$ cat src/rtl/hazard_ctrl_if.sv
// hazard_ctrl_if: ID/EX/MEM hazard inputs and front-end control outputs of the hazard controller
interface hazard_ctrl_if;
    logic [1:0] fwdEn_ID;
    logic [4:0] Rn_ID;
    logic [4:0] Rm_ID;
    logic [4:0] Rd_ID;
    logic       cbz_ID;
    logic       bcond_ID;
    logic       brTaken_ID;
    logic       MemRead_EX;
    logic       RegWrite_EX;
    logic       flagSet_EX;
    logic [4:0] targetReg_EX;
    logic       MemRead_MEM;
    logic [4:0] targetReg_MEM;
    logic       PCWrite;
    logic       IFID_write;
    logic       IFID_flush;
    logic       IDEX_bubble;
    logic       stall;
    modport master (
        output fwdEn_ID, Rn_ID, Rm_ID, Rd_ID, cbz_ID, bcond_ID, brTaken_ID,
               MemRead_EX, RegWrite_EX, flagSet_EX, targetReg_EX, MemRead_MEM, targetReg_MEM,
        input  PCWrite, IFID_write, IFID_flush, IDEX_bubble, stall
    );
    modport slave (
        input  fwdEn_ID, Rn_ID, Rm_ID, Rd_ID, cbz_ID, bcond_ID, brTaken_ID,
               MemRead_EX, RegWrite_EX, flagSet_EX, targetReg_EX, MemRead_MEM, targetReg_MEM,
        output PCWrite, IFID_write, IFID_flush, IDEX_bubble, stall
    );
endinterface

$ cat src/rtl/hazard_ctrl.sv
// hazard_ctrl: stall/bubble/flush control for hazards forwarding cannot resolve.
// HAZARD_PERF_EN adds saturating stallCount/flushCount outputs.
module hazard_ctrl #(
    parameter logic [4:0] ZERO_REG = 5'd31
`ifdef HAZARD_PERF_EN
    , parameter int CNT_W = 32
`endif
) (
    input  logic clk,
    input  logic reset,
    hazard_ctrl_if.slave hz
`ifdef HAZARD_PERF_EN
    , output logic [CNT_W-1:0] stallCount
    , output logic [CNT_W-1:0] flushCount
`endif
);
    typedef enum logic {RUN, HOLD} state_t;
    state_t state, state_nxt;
    logic rn_src, rm_src, rd_src, load_use, cbz_ld, req1, stall_c, flush_c;

    function automatic logic match(input logic [4:0] x, input logic [4:0] r);
        return (x != ZERO_REG) && (x == r);
    endfunction

    always_ff @(posedge clk)
        state <= reset ? RUN : state_nxt;

    always_comb begin
        rn_src    = hz.fwdEn_ID[1] | (hz.fwdEn_ID == 2'b01);
        rm_src    = hz.fwdEn_ID == 2'b11;
        rd_src    = hz.fwdEn_ID == 2'b01;
        load_use  = hz.MemRead_EX & ((rn_src & match(hz.targetReg_EX, hz.Rn_ID)) |
                                     (rm_src & match(hz.targetReg_EX, hz.Rm_ID)) |
                                     (rd_src & match(hz.targetReg_EX, hz.Rd_ID)));
        cbz_ld    = hz.cbz_ID & hz.MemRead_EX & match(hz.targetReg_EX, hz.Rd_ID);
        req1      = (hz.cbz_ID & hz.RegWrite_EX & match(hz.targetReg_EX, hz.Rd_ID)) |
                    (hz.cbz_ID & hz.MemRead_MEM & match(hz.targetReg_MEM, hz.Rd_ID)) |
                    load_use | (hz.bcond_ID & hz.flagSet_EX);
        // HOLD stalls unconditionally; reset forces the same frozen front end plus a flush
        stall_c   = reset | (state == HOLD) | cbz_ld | req1;
        flush_c   = reset | (~stall_c & hz.brTaken_ID);
        state_nxt = (state == RUN && cbz_ld) ? HOLD : RUN;
        hz.PCWrite     = ~stall_c;
        hz.IFID_write  = ~stall_c;
        hz.IDEX_bubble = stall_c;
        hz.stall       = stall_c;
        hz.IFID_flush  = flush_c;
    end

`ifdef HAZARD_PERF_EN
    always_ff @(posedge clk)
        if (reset) begin
            stallCount <= '0;
            flushCount <= '0;
        end else begin
            if (stall_c && !(&stallCount)) stallCount <= stallCount + 1'b1;
            if (flush_c && !(&flushCount)) flushCount <= flushCount + 1'b1;
        end
`endif
endmodule

$ cat src/flat_wrapper.sv
// flat-port wrapper written by rule: the top's interface ports become plain ports
module hazard_ctrl_flat 
#(
    parameter logic [4:0] ZERO_REG = 5'd31

)
  (clk, reset, hz_fwdEn_ID, hz_Rn_ID, hz_Rm_ID, hz_Rd_ID, hz_cbz_ID, hz_bcond_ID, hz_brTaken_ID, hz_MemRead_EX, hz_RegWrite_EX, hz_flagSet_EX, hz_targetReg_EX, hz_MemRead_MEM, hz_targetReg_MEM, hz_PCWrite, hz_IFID_write, hz_IFID_flush, hz_IDEX_bubble, hz_stall);
  hazard_ctrl_if hz_i ();
  input  logic clk;
  input  logic reset;
  input wire logic [$bits(hz_i.fwdEn_ID)-1:0] hz_fwdEn_ID;
  input wire logic [$bits(hz_i.Rn_ID)-1:0] hz_Rn_ID;
  input wire logic [$bits(hz_i.Rm_ID)-1:0] hz_Rm_ID;
  input wire logic [$bits(hz_i.Rd_ID)-1:0] hz_Rd_ID;
  input wire logic [$bits(hz_i.cbz_ID)-1:0] hz_cbz_ID;
  input wire logic [$bits(hz_i.bcond_ID)-1:0] hz_bcond_ID;
  input wire logic [$bits(hz_i.brTaken_ID)-1:0] hz_brTaken_ID;
  input wire logic [$bits(hz_i.MemRead_EX)-1:0] hz_MemRead_EX;
  input wire logic [$bits(hz_i.RegWrite_EX)-1:0] hz_RegWrite_EX;
  input wire logic [$bits(hz_i.flagSet_EX)-1:0] hz_flagSet_EX;
  input wire logic [$bits(hz_i.targetReg_EX)-1:0] hz_targetReg_EX;
  input wire logic [$bits(hz_i.MemRead_MEM)-1:0] hz_MemRead_MEM;
  input wire logic [$bits(hz_i.targetReg_MEM)-1:0] hz_targetReg_MEM;
  output wire logic [$bits(hz_i.PCWrite)-1:0] hz_PCWrite;
  output wire logic [$bits(hz_i.IFID_write)-1:0] hz_IFID_write;
  output wire logic [$bits(hz_i.IFID_flush)-1:0] hz_IFID_flush;
  output wire logic [$bits(hz_i.IDEX_bubble)-1:0] hz_IDEX_bubble;
  output wire logic [$bits(hz_i.stall)-1:0] hz_stall;
  assign hz_i.fwdEn_ID = hz_fwdEn_ID;
  assign hz_i.Rn_ID = hz_Rn_ID;
  assign hz_i.Rm_ID = hz_Rm_ID;
  assign hz_i.Rd_ID = hz_Rd_ID;
  assign hz_i.cbz_ID = hz_cbz_ID;
  assign hz_i.bcond_ID = hz_bcond_ID;
  assign hz_i.brTaken_ID = hz_brTaken_ID;
  assign hz_i.MemRead_EX = hz_MemRead_EX;
  assign hz_i.RegWrite_EX = hz_RegWrite_EX;
  assign hz_i.flagSet_EX = hz_flagSet_EX;
  assign hz_i.targetReg_EX = hz_targetReg_EX;
  assign hz_i.MemRead_MEM = hz_MemRead_MEM;
  assign hz_i.targetReg_MEM = hz_targetReg_MEM;
  assign hz_PCWrite = hz_i.PCWrite;
  assign hz_IFID_write = hz_i.IFID_write;
  assign hz_IFID_flush = hz_i.IFID_flush;
  assign hz_IDEX_bubble = hz_i.IDEX_bubble;
  assign hz_stall = hz_i.stall;
  hazard_ctrl #(.ZERO_REG(ZERO_REG)) u_core (.clk(clk), .reset(reset), .hz(hz_i));
endmodule
$ cat config.mk
export PLATFORM = sky130hd
export DESIGN_NAME = hazard_ctrl_flat
export DESIGN_NICKNAME = d
export VERILOG_FILES = /design/src/rtl/hazard_ctrl_if.sv /design/src/rtl/hazard_ctrl.sv /design/src/flat_wrapper.sv
export SDC_FILE = /design/constraint.sdc
export NUM_CORES = 1
export LEC_CHECK = 0
export BUFFER_PORTS_ARGS = -buffer_cell sky130_fd_sc_hd__buf_2
export CAP_MARGIN = 20
export CORE_AREA = 8 8 46 48
export CTS_CLUSTER_SIZE = 16
export DETAILED_ROUTE_END_ITERATION = 7
export DIE_AREA = 0 0 54 56
export GPL_ROUTABILITY_DRIVEN = 0
export GPL_TIMING_DRIVEN = 0
export PLACE_DENSITY_LB_ADDON = 0.3
export SYNTH_ARGS = -nofsm -noshare
export SYNTH_HDL_FRONTEND = slang
export SYNTH_SLANG_ARGS = --single-unit
export TNS_END_PERCENT = 10
$ cat constraint.sdc
create_clock -name clk -period 0.9 [get_ports clk]
set_input_delay 0.045 -clock clk [delete_from_list [all_inputs] [get_ports clk]]
set_output_delay 0.045 -clock clk [all_outputs]
set_load 0.01 [all_outputs]
======== Word level (Yosys, flattened, before mapping) ========
Cells that the tools add are included.
cells by class
  equality and inequality tests ........... 8
  multiplexer cells ....................... 1
  bitwise gates (word level) .............. 24
  reduce and logical (&&, ||, !) cells .... 5
operators by type and width
  operator            number
  $eq 5x5->1          4
  $and 1x1->1         12
  $ne 5x5->1 const B  2
  $or 1x1->1          10
  $logic_and 1x1->1   5
  $eq 2x1->1 const B  1
  $eq 2x2->1 const B  1
  $not 1->1           2
  $mux 1              1
storage, ports and cells
  bits in registers ....................... 1
  output and inout bits ................... 5
  logic and storage cells ................. 39

======== Depth between registers and ports, before layout ========
Gate-level depths: netlist of run 1.
  depth in word-level cells ............... 12
  mapped depth ............................ 6
  mapped depth without buffers ............ 5

======== Worst setup path before layout of run 1 ========
OpenSTA, ideal clock, no wires.
  kind .................................... register to output
  start ................................... register u_core.state
  end ..................................... output hz_PCWrite
  data arrival time ....................... 1139 ps
  data required time ...................... 855 ps
  path slack .............................. -284 ps
  cell stages (with the launch flop) ...... 6
  path buffers ............................ 1
  cell sequence ........................... dfxtp_1 a211oi_1 o31a_1 nand2_1 a21oi_1 buf_4
between the ends
  cells in the longest elaborated chain, start to end .. 4
RTL lines
  what                      line                source
  start: declaration        hazard_ctrl.sv:18   state_t state, state_nxt;
  start signal: assignment  hazard_ctrl.sv:26   state <= reset ? RUN : state_nxt;
  $or 1x1->1 (3 in series)  hazard_ctrl.sv:40   stall_c = reset | (state == HOLD) | cbz_ld | req1;
  $not 1->1                 -
  end: declaration          flat_wrapper.sv:24  output wire logic [$bits(hz_i.PCWrite)-1:0] hz_PCWrite;
No other way between the ends.

======== Worst setup path after layout of run 1 ========
  start ................................... input hz_targetReg_EX[3]
  end ..................................... output hz_stall
between the ends
  cells in the longest elaborated chain, start to end .. 9
RTL lines
  what                                      line                                  source
  start: declaration                        flat_wrapper.sv:21                    input wire logic [$bits(hz_i.targetReg_EX)-1:0] hz_targetReg_EX;
  $ne 5x5->1 or $eq 5x5->1 (tied branches)  hazard_ctrl.sv:22                     return (x != ZERO_REG) && (x == r);
  $logic_and 1x1->1                         hazard_ctrl.sv:22
  $and 1x1->1 (on tied branches)            hazard_ctrl.sv:32, hazard_ctrl.sv:33
  $or 1x1->1                                hazard_ctrl.sv:32                     load_use = hz.MemRead_EX & ((rn_src & match(hz.targetReg_EX, hz.Rn_ID)) |
  $or 1x1->1                                hazard_ctrl.sv:33                     (rm_src & match(hz.targetReg_EX, hz.Rm_ID)) |
  $and 1x1->1                               hazard_ctrl.sv:32
  $or 1x1->1                                hazard_ctrl.sv:37                     (hz.cbz_ID & hz.MemRead_MEM & match(hz.targetReg_MEM, hz.Rd_ID)) |
  $or 1x1->1                                hazard_ctrl.sv:38                     load_use | (hz.bcond_ID & hz.flagSet_EX);
  $or 1x1->1 (*)                            hazard_ctrl.sv:40
  end: declaration                          flat_wrapper.sv:28                    output wire logic [$bits(hz_i.stall)-1:0] hz_stall;
Every way passes the cells marked *; elsewhere a longest branch is shown, timed or not.

==> impl.org, run 1 <==
** STA
- Worst relative slew slack :: 0.8330
- On the final layout, the worst clock skew is 0 ns.
- Count of final max-slew check failures :: 0
- Highest attainable clock frequency :: 774.8 MHz
- Count of final setup violators :: 6
- Setup TNS :: -1.882 ns
- Dividing the final minimum period by the clock period gives 1.434.
- Setup repair after global routing could not meet its margin everywhere.
- After layout, the minimum clock period comes to 1.291 ns.
- The total count of hold-check failures in the final report came to 0.
- Measured slew at the worst slew-check pin :: 0.2496 ns
- Setup slack on the critical path of the routed design comes to -0.3907 ns.

** Die
- The die covers 3024 um2.
- Number of ports placed on the die boundary :: 41
- Row cnt :: 14
- Floorplan die height :: 56 um
- The die is 54 um wide.
- The initial utilization of the core area, before any placement, comes to 0.2892.
- Core region area :: 1436 um2

** Route
- For this run, design rule violations remaining after detail routing come to 0.
- First drt pass iteration count :: 2
- Number of nets with antenna violations after routing :: 0
- Iteration-0 DRC count of the detailed router :: 6
- Summed over all layers, the routed wires come to 1539 um.
- Total vias in the final route :: 544
- WL per Instance :: 13.86 um
- Via-per-instance ratio :: 4.901

** Clocking
- Total of hold buffers inserted after clock tree synthesis :: 0
- Worst-skew pair later-pin latency :: 0 ns
- Clock-pin slew was measured on the worst setup and hold paths at 0 ns.

** Critical path
- For the worst setup path, the data required time is 0.85 ns.
- Category of the most critical setup path :: primary input to output port
- Tracing the worst setup path back leads to its startpoint at hz_targetReg_EX[3].
- Data arrival, critical path :: 1.25 ns
- Number of cells traversed by the worst register-to-register path :: 1
- Critical Path End Type :: output port
- The startpoint identified for the worst register-to-register timing path is u_core.state$_SDFF_PP0_.
- Startpoint Class :: primary input
- Of all nets on the critical path, the largest fanout is 4.

** Min path
- Kind of path behind the tightest hold check :: primary input to flip-flop
- Hold depth :: 2
- The startpoint identified for the worst hold timing path is reset.

** Logic synthesis
- During synthesis, Yosys emitted a total of 0 warnings.
- Dividing the synthesized area by the synthesized cell count gives 7.838 um2.
- The number of nets in the synthesized netlist is 89.
- Dominant cell type by area after synthesis :: xor2_1
- Share of cell area taken by muxes after synthesis :: 0
- Distinct cell type count after synthesis :: 23
- Xor-xnor portion of the synthesized cell area :: 0.4006
- Top cells by area in the synthesized netlist :: xor2_1 27%, xnor2_1 13%, dfxtp_1 4.8%
- Of the total synthesized cell area, the portion taken by full adders, half adders and majority gates is 0.
- Simple-Gate Fraction of Synth Area :: 0.2199
- After synthesis, the largest family of logic cells by area is XOR/XNOR gates.
- Post-Synthesis Cell Area :: 415.4 um2
- In this run, synthesis produced a sequential element count of 1.
- Share of synthesized area occupied by flip-flops and latches :: 0.04819
- The area fraction in compound gates after synthesis was 0.2590.
- Top-area cell type share of the netlist area :: 0.2741
- Cell count after synthesis :: 53

** GRT
- The number of global-route vias before repair is 603.
- For this run the aggregate overflow at the end of global routing stands at 0.
- GR Util All Layers :: 0.1010
- The initial antenna violation count is 0.
- The first global-routing pass estimated 2553 um of wire.
- Pin count of the biggest net entering global routing :: 5

** Layout
- Most common library cell in the layout ignoring fill and taps :: buf_2
- Relative to the synthesized area, the layout overhead comes to 79.22%.
- After routing the design area is 744.5 um2.
- Leaving out filler cells and counting taps, the final layout contains 111.
- Ranked by flip-flop count, first place goes to u_core.state.
- Commonest cells after routing, fill and taps aside :: 33 x buf_2, 12 x xor2_1, 6 x xnor2_1, 6 x buf_6
- After the last flow step, the layout net total stands at 133.
- Of the cells placed in the final design, the portion with a size suffix greater than 1 is 0.6000.
- The filler cells instantiated in the layout total 140.
- 0 antenna diodes ended up in the layout.
- Max reg flops :: 1
- Largest registers :: u_core.state (1)

** Placement
- The HPWL after detailed placement is 1296 um.
- After detailed placement, the total cell area comes to 639.4 um2.
- Timing analysis after detailed placement gives a worst setup slack of -0.4840 ns.
- Cell count after placement :: 109
- The count of buffers added on input and output ports is 40.

** Power
- IR analysis of the VDD net gives a maximum drop of 0.2449 mV.
- Summing internal, switching and leakage power gives 395.2 uW.
- P_leak :: 0.3506 nW
- Power Density :: 530.8 nW/um2

** Flow run
- The tool flagged a number of max-cap violations equal to 0.

** Status
- Run status :: complete, but fails checks
- Violations in the final reports :: negative setup slack
## metrics by stage
stage | util | hold slack, ns
after CTS | 0.5087 | 0.2643
final | 0.5183 | 0.2775
after global routing | 0.5183 | 0.2913
after global placement | 0.4451 | 0.2603
after detailed placement | 0.4451 | 0.2642
after floorplan | - | 0.1217
## kinds of logic (layout without fill, tap and decap cells)
family | count (synthesis) | in the layout
buffers and inverters | 6 | 48
and+or+nand+nor | 15 | 15
AOI/OAI and AO/OA | 12 | 12
xor gates and xnor gates | 19 | 19
DFF | 1 | 1
## critical path: stages
cell      delay (ns)
buf_8           0.11
and2_4          0.16
a211oi_4        0.27
nand2_1         0.10
o211ai_2        0.20
a21o_1          0.17
buf_6           0.10
buf_6           0.09
## area by class of cell
type                            count  area (um2)  share of cell area
Tap cell                           16       20.02             0.02689
Timing Repair Buffer               42       259.0              0.3479
Buffer                              2       18.77             0.02521
Inverter                            4       15.01             0.02017
Multi-Input combinational cell     46       411.6              0.5529
Sequential cell                     1       20.02             0.02689
## where the power goes
group	switching (mW)	internal (mW)
Clock	0	0
Sequential	0.000234	0.0455
Combinational	0.160	0.190
Total	0.160	0.235
## synth_stat cells
master / n
xor2_1: 13
xnor2_1: 6
inv_1: 4
nand2_1: 3
nand3_1: 3
nor4_1: 3
a21oi_1: 2
buf_4: 2
nand4_1: 2
o2111ai_1: 2
a211oi_1: 1
a211oi_2: 1
a21boi_0: 1
a21o_1: 1
a41oi_2: 1
and2_1: 1
and3_1: 1
and3_4: 1
dfxtp_1: 1
nor3_2: 1
o211ai_2: 1
o31a_1: 1
o31ai_1: 1
## final timing paths
kind | slack, ns | end
max reg2reg | 0.30 | u_core.state$_SDFF_PP0_
max | -0.39 | hz_stall
min reg2reg | 0.47 | u_core.state$_SDFF_PP0_
min | 0.28 | u_core.state$_SDFF_PP0_
## layer usage
layer,GRT usage,vias up,part of all wire,wire [um]
met5,0,-,0,0
met4,0.007042,0,0,0
met3,0.02139,0,0.068,105
met2,0.1940,16,0.55,850
met1,0.1086,249,0.38,583
li1,-,279,-,-
## repair_timing
item,4_1_cts,5_1_grt
endpoints found under the setup margin,6,6
gates cloned,0,0
setup buffers,2,0
pin swaps,8,5
gates resized for setup,19,3
(Power assumes the default switching activity.)
==> run 2, diff against run 1 <==
--- a/config.mk
+++ b/config.mk
@@ -7,13 +7,15 @@
 export LEC_CHECK = 0
 export BUFFER_PORTS_ARGS = -buffer_cell sky130_fd_sc_hd__buf_2
 export CAP_MARGIN = 20
-export CORE_AREA = 8 8 46 48
+export CORE_AREA = 5 5 43 45
 export CTS_CLUSTER_SIZE = 16
 export DETAILED_ROUTE_END_ITERATION = 7
-export DIE_AREA = 0 0 54 56
+export DIE_AREA = 0 0 48 50
 export GPL_ROUTABILITY_DRIVEN = 0
 export GPL_TIMING_DRIVEN = 0
 export PLACE_DENSITY_LB_ADDON = 0.3
+export RECOVER_POWER = 100
+export SETUP_SLACK_MARGIN = 0.15
 export SYNTH_ARGS = -nofsm -noshare
 export SYNTH_HDL_FRONTEND = slang
 export SYNTH_SLANG_ARGS = --single-unit
==> run 2 against run 1 <==
Compared with the run above:
- the run still ends with negative setup slack left
- first-iteration DRC count fell by 100%
- critical path depth did not move
- total power fell by 3.2%
- sequential power barely moved
- maximum frequency fell by 0.68%
- flip-flop and latch count did not move
- global-route usage rose by 1.2 points
- design area fell by 2.2%
- die area fell by 21%
- register-to-register slack barely moved
- via count fell by 4.2%
- largest cell class unchanged
- largest power group unchanged
==> impl.org, run 2 (synthesis results as in run 1) <==
** Status
- Run status :: complete, but fails checks
- Violations in the final reports :: negative setup slack

** Layout
- The top cell types in the final layout, fill and taps aside, are 33 x buf_2, 12 x xor2_1, 6 x xnor2_1, 5 x buf_4, 5 x buf_6.
- Number of diodes :: 0 (unchanged)
- Max reg flops :: 1 (unchanged)
- Growth of design area from synthesis to finish :: 75.30%
- The number of standard cells in the layout, taps in and fillers out was 111 (unchanged).
- Largest registers :: u_core.state (1)
- The library cell used most frequently in the layout, excluding fill and tap cells, is buf_2.
- The post-layout utilization of the core is 0.5070 (-0.01132).
- Fill cell total of the finished layout :: 147 (+5.0%)
- The net count of the finished layout was 133 (unchanged).
- The ratio of cells with drive above 1 in the final layout came to 0.5684 (-0.03158).
- Ranked by flip-flop count, first place goes to u_core.state.

** Die
- The total die area was 2400 um2 (-21%).
- Core region area :: 1436 um2 (unchanged)
- Number of ports placed on the die boundary :: 41 (unchanged)
- The die extent in y was 50 um (-11%).
- Effective utilization at floorplan :: 0.2892 (unchanged)
- Row cnt :: 14 (unchanged)
- The die width is 48 um (-11%).

** STA
- The post-route clock skew is 0 ns (unchanged).
- Setup repair after global routing missed its margin :: yes
- Period minus WS final :: 1.300 ns (+0.008776 ns)
- Highest attainable clock frequency :: 769.5 MHz (-0.68%)
- The number of setup violations in the final report was 6 (unchanged).
- The total count of hold-check failures in the final report was 0 (unchanged).
- The setup slack of the critical path after layout was -0.3995 ns (-0.008776 ns).
- The final cycle utilization of the critical path was 1.444 (+0.009751).
- Measured slew at the worst slew-check pin :: 0.2656 ns (+0.01596 ns)
- The worst slew margin relative to its limit came to 0.8213 (-0.01171).
- The total count of max-transition violations in the final report is 0 (unchanged).
- The worst hold margin was 0.2637 ns (-0.01379 ns).

** Critical path
- The worst register-to-register path begins at u_core.state$_SDFF_PP0_.
- Among the stages of the critical path, the cell type that occurs most often is buf_6.
- On the critical path the largest part of the delay comes from compound AO/OA/AOI/OAI gates.
- Max incr delay on CP :: 0.26 ns (about the same)
- Critical path required time :: 0.85 ns (about the same)
- The slowest stage of the critical path belongs to the cell a211oi_4.
- The reg2reg setup slack came to 0.30 ns (about the same).
- The critical path ends at hz_stall.
- The critical path data arrival time came to 1.25 ns (about the same).
- Reg-to-reg endpoint :: u_core.state$_SDFF_PP0_
- Worst Path Buf+Inv :: 3 (unchanged)
- The critical path goes through buf_2 -> and2_4 -> a211oi_4 -> nand2_1 -> o211ai_2 -> a21o_1 -> buf_6 -> buf_6.
- Number of cells traversed by the worst register-to-register path :: 1 (unchanged)
- Cell count along the critical path :: 8 (unchanged)
- Source of the critical timing path :: hz_targetReg_EX[3]
- Critical Path End Type :: output port
- The worst setup path is of the primary input to output port kind.
- The top fanout value on the critical path is 4 (unchanged).
- Startpoint Class :: primary input

** Route
- Sum of routed wire length over all layers :: 1351 um (-12%)
- Iteration-0 DRC count of the detailed router :: 0 (-6)
- Number of nets with antenna violations after routing :: 0 (unchanged)
- Total vias in the final route :: 521 (-4.2%)
- The remaining routing DRC violations was 0 (unchanged).
- The via density per instance is 4.694 (-4.2%).
- WL per Instance :: 12.17 um (-12%)
- First drt pass iteration count :: 1 (-1)

** GRT
- The leftover overflow at the end of global routing was 0 (unchanged).
- Via count of the first global-routing pass :: 528 (-12%)
- The total global-route track usage was 0.1134 (+0.01244).
- The largest net degree at the start of global routing is 5 (unchanged).
- The first-pass GRT wire length was 2152 um (-16%).
- The initial antenna violation count came to 0 (unchanged).

** Placement
- The final HPWL from detailed placement was 1100 um (-15%).
- # port buffers :: 40 (unchanged)
- The cell total after placement is 109 (unchanged).
- Worst-case setup slack after placement :: -0.4825 ns (+0.001529 ns)

** Flow run
- The number of max-cap violations was 0 (unchanged).

** Clocking
- Register clock-pin slew on the reported worst setup and hold paths :: 0 ns (unchanged)
- The number of hold buffers added after cts is 0 (unchanged).
- The insertion delay of the later-clocked pin in the worst-skew pair is 0 ns (unchanged).

** Power
- The leakage power figure is 0.3473 nW (-0.95%).
- Power Density :: 525.3 nW/um2 (-1.0%)
- The peak supply drop came to 0.2554 mV (+4.3%).
- Sum of internal, switching and leakage power :: 382.5 uW (-3.2%)

** Min path
- The path class of the tightest hold or removal check is primary input to flip-flop.
[run 2: layout make-up]
class                           count  area, um2  share of cell area
Buffer                              2      18.77             0.02577
Multi-Input combinational cell     46      399.1              0.5481
Tap cell                           16      20.02             0.02749
Sequential cell                     1      20.02             0.02749
Timing Repair Buffer               42      255.2              0.3505
Inverter                            4      15.01             0.02062
[run 2: repair_timing]
action / CTS / global route
resized for setup: 15 / 2
pin swaps: 13 / 1
setup buffers: 2 / 0
cloned: 0 / 0
endpoints found under the setup margin: 6 / 6
[run 2: power by group]
group	internal, mW	leakage, nW	total [mW]	switching [mW]
Combinational	0.185	0.339	0.337	0.152
Clock	0	0	0	0
Sequential	0.0455	0.00805	0.0457	0.000170
[run 2: worst min path at each step]
stage / cells past startpoint / from / endpoint / slack (ns)
global placement: 2 / reset / u_core.state$_SDFF_PP0_ / 0.26
finish: 2 / reset / u_core.state$_SDFF_PP0_ / 0.26
global route: 2 / reset / u_core.state$_SDFF_PP0_ / 0.28
detailed placement: 2 / reset / u_core.state$_SDFF_PP0_ / 0.26
CTS: 2 / reset / u_core.state$_SDFF_PP0_ / 0.26
floorplan: 1 / reset / u_core.state$_SDFF_PP0_ / 0.12
[run 2: routing by layer]
| layer | GRT usage | share of wire | vias to the layer above |
|---|---|---|---|
| met5 | 0 | 0 | - |
| met4 | 0 | 0 | 0 |
| met3 | 0.003636 | 0.078 | 0 |
| li1 | - | - | 274 |
| met2 | 0.2093 | 0.53 | 16 |
| met1 | 0.1474 | 0.39 | 231 |
[run 2: metrics by stage]
stage	setup TNS [ns]	area, um2
6_report	-1.943	728.2
5_1_grt	-2.412	728.2
4_1_cts	-1.998	715.7
3_5_place_dp	-2.247	639.4
3_3_place_gp	-2.150	639.4
2_1_floorplan	-0.7240	419.2
==> run 3, diff against run 2 <==
--- a/config.mk
+++ b/config.mk
@@ -5,12 +5,13 @@
 export SDC_FILE = /design/constraint.sdc
 export NUM_CORES = 1
 export LEC_CHECK = 0
+export ABC_AREA = 1
 export BUFFER_PORTS_ARGS = -buffer_cell sky130_fd_sc_hd__buf_2
 export CAP_MARGIN = 20
-export CORE_AREA = 5 5 43 45
+export CORE_AREA = 5 5 46 48
 export CTS_CLUSTER_SIZE = 16
 export DETAILED_ROUTE_END_ITERATION = 7
-export DIE_AREA = 0 0 48 50
+export DIE_AREA = 0 0 51 53
 export GPL_ROUTABILITY_DRIVEN = 0
 export GPL_TIMING_DRIVEN = 0
 export PLACE_DENSITY_LB_ADDON = 0.3
==> run 3 against run 2 <==
Compared with the run above:
- the run still ends with negative setup slack left
- maximum frequency rose by 15%
- synthesized cell count increased by 130%
- flip-flop and latch count did not move
- total power is 17% higher
- first-iteration DRC count grew 8
- utilization grew 6.2 points
- largest cell class unchanged
- clock skew is the same
- area after synthesis grew 33%
==> impl.org, run 3 <==
** STA
- Setup repair after global routing missed its margin :: yes
- The total count of hold-check failures in the final report was 0 (unchanged).
- The setup slack of the critical path after layout came to -0.2341 ns (+0.1654 ns).
- The post-route clock skew is 0 ns (unchanged).
- Count of final setup violators :: 6 (unchanged)
- Count of final max-slew check failures :: 0 (unchanged)
- Highest attainable clock frequency :: 881.8 MHz (+15%)
- Worst relative slew slack :: 0.8483 (+0.02703)
- Measured slew at the worst slew-check pin :: 0.2267 ns (-0.03894 ns)
- The time the worst path needs with I/O delays and setup is 1.134 ns (-0.1654 ns).
- The final cycle utilization of the critical path came to 1.260 (-0.1838).

** Critical path
- STA classifies the critical path startpoint as a primary input.
- Data arrival, critical path :: 1.09 ns (-0.16 ns)
- Critical path required time :: 0.85 ns (about the same)
- The critical path in this run is classified as primary input to output port.
- Maximum net fanout on the critical path :: 5 (+1)
- Critical Path End Type :: output port

** GRT
- The first-pass GRT wire length came to 2656 um (+23%).
- The total global-route track usage was 0.1198 (+0.006408).
- The leftover overflow at the end of global routing is 0 (unchanged).
- The initial antenna violation count is 0 (unchanged).
- The number of global-route vias before repair is 693 (+31%).
- Pin count of the biggest net entering global routing :: 6 (+1)

** Power
- The leakage power figure came to 0.6031 nW (+74%).
- Power Density :: 469.3 nW/um2 (-11%)
- Largest vdd supply drop :: 0.1840 mV (-28%)
- Sum of internal, switching and leakage power :: 446.3 uW (+17%)

** Placement
- The total cell area at the placement stage was 779.5 um2 (+22%).
- The number of I/O port buffers was 40 (unchanged).
- Half-perimeter wire length after placement :: 1384 um (+26%)
- The worst slack after detailed placement was -0.3121 ns (+0.1704 ns).

** Logic synthesis
- nand2_1 is the most common cell in the netlist.
- The proportion of synthesized chip area in sequential cells was 0.03628 (-0.01191).
- The number of distinct library cells after synthesis is 16 (-30%).
- Post-synthesis sequential element count :: 1 (unchanged)
- Number of flops mapped to enable cells by yosys :: 0 (unchanged)
- The number of instances in the synthesized netlist is 122 (+130%).
- Top cells by area in the synthesized netlist :: nand2_1 38%, inv_1 16%, nor2_1 9.5%
- Proportion of register bits with asynchronous set or reset after synthesis :: 0 (unchanged)
- The most used flip-flop cell after synthesis is dfxtp_1.
- Dominant cell type by area after synthesis :: nand2_1
- The average size of a mapped cell was 4.523 um2 (-42%).
- Post-Synthesis Cell Area :: 551.8 um2 (+33%)
- The commonest cells after synthesis are 56 x nand2_1, 23 x inv_1, 14 x nor2_1.
- The share of Yosys cell area claimed by the top area cell type was 0.3810 (+0.1069).
- The net count of the mapped netlist came to 158 (+78%).
- The number of warnings reported in the yosys synthesis log is 0 (unchanged).

** Route
- WL per Instance :: 8.826 um (-27%)
- The number of iterations in the first detailed-routing pass came to 4 (+3).
- The antenna violation net count after detailed routing was 0 (unchanged).
- The overall via count from detail_route came to 792 (+52%).
- Via-per-instance ratio :: 4.304 (-8.3%)
- Post-route DRC :: 0 (unchanged)
- Iteration-0 DRC count of the detailed router :: 8 (+8)
- The total wirelength of the detailed-routed design is 1624 um (+20%).

** Clocking
- The clock transition time at the flip-flop clock pins of the worst setup and hold paths was 0 ns (unchanged).
- The insertion delay of the later-clocked pin in the worst-skew pair is 0 ns (unchanged).

** Layout
- Net count reported at finish :: 205 (+54%)
- Most flop-heavy register :: u_core.state
- Post-route cell area :: 950.9 um2 (+31%)
- The ratio of cells with drive above 1 in the final layout was 0.4551 (-0.1133).
- Number of diodes :: 0 (unchanged)
- Largest registers :: u_core.state (1)
- The library cell used most frequently in the layout, excluding fill and tap cells, is nand2_1.
- The number of flip-flops in the largest register is 1 (unchanged).
- Growth of design area from synthesis to finish :: 72.34%
- Leaving out fill and tap cells, the most frequent cells in the layout are 48 x nand2_1, 26 x buf_2, 17 x inv_1, 14 x nor2_1.

** Status
- The flow ran to the end, but the final reports show violations.
- Violations in the final reports :: negative setup slack

** Die
- The standard cell core area is 1670 um2 (+16%).
- The die width is 51 um (+6.3%).
- Die area :: 2703 um2 (+13%)
- The initial core utilization is 0.3303 (+0.04114).
- Row cnt :: 15 (+1)
- Floorplan die height :: 53 um (+6.0%)
- Number of ports placed on the die boundary :: 41 (unchanged)

** Flow run
- Max-cap violations :: 0 (unchanged)

** Min path
- In this run the worst hold path is classified as primary input to flip-flop.
[run 3: power breakdown]
part,internal (mW),leakage (nW),switching (mW)
registers,0.0454,0.00805,0.0000366
logic,0.213,0.595,0.187
clock network,0,0,0
[run 3: final timing paths]
| path | from | end | slack, ns | cells past startpoint |
|---|---|---|---|---|
| worst min-delay path | hz_MemRead_EX | u_core.state$_SDFF_PP0_ | 0.31 | 3 |
| worst max-delay path | hz_targetReg_EX[2] | hz_PCWrite | -0.23 | 10 |
| worst min register to register | u_core.state$_SDFF_PP0_ | u_core.state$_SDFF_PP0_ | 0.47 | 3 |
| worst max register to register | u_core.state$_SDFF_PP0_ | u_core.state$_SDFF_PP0_ | 0.28 | 3 |
[run 3: cells by family (layout without fill, tap and decap cells)]
logic type / after synthesis / after routing / synth area share
simple gates: 87 / 87 / 0.6780
buf+inv: 29 / 74 / 0.2109
xor+xnor: 4 / 4 / 0.06350
compound gates: 1 / 1 / 0.01135
flops: 1 / 1 / 0.03628
[run 3: critical path, stage by stage]
cell and delay [ns]:
buf_4 0.13, xor2_1 0.17, nor2_2 0.13, nand3_2 0.11
nor2_4 0.12, nor2_4 0.05, nand2_2 0.07, inv_2 0.04
buf_6 0.10, buf_6 0.11
[run 3: final cells by class]
cell class / instances / area, um2
Multi-Input combinational cell: 92 / 447.9
Timing Repair Buffer: 45 / 334.1
Tap cell: 17 / 21.27
Buffer: 2 / 18.77
Inverter: 27 / 108.9
Fill cell: 186 / 719.4
Sequential cell: 1 / 20.02
[run 3: metrics by stage]
step,cells,utilization,hold WS (ns),setup TNS [ns]
after floorplan,122,-,0.1706,-0.1117
after global placement,179,0.4667,0.3095,-1.085
after detailed placement,179,0.4667,0.3108,-1.183
after CTS,182,0.5318,0.3096,-1.064
after global routing,184,0.5693,0.3297,-1.632
final,184,0.5693,0.3083,-1.126
[run 3: per-layer routing]
| layer | part of all wire | GRT usage | wire, um |
|---|---|---|---|
| met3 | 0.073 | 0.008451 | 119 |
| met4 | 0 | 0 | 0 |
| met1 | 0.38 | 0.1333 | 620 |
| met2 | 0.54 | 0.2554 | 884 |
| met5 | 0 | 0 | 0 |
[run 3: timing repair]
action / in CTS / in global routing
setup buffers: 3 / 2
resized for setup: 25 / 18
hold buffers: 0 / 0
endpoints found under the hold margin: 0 / 0
pin swaps: 12 / 19
endpoints found under the setup margin: 6 / 6
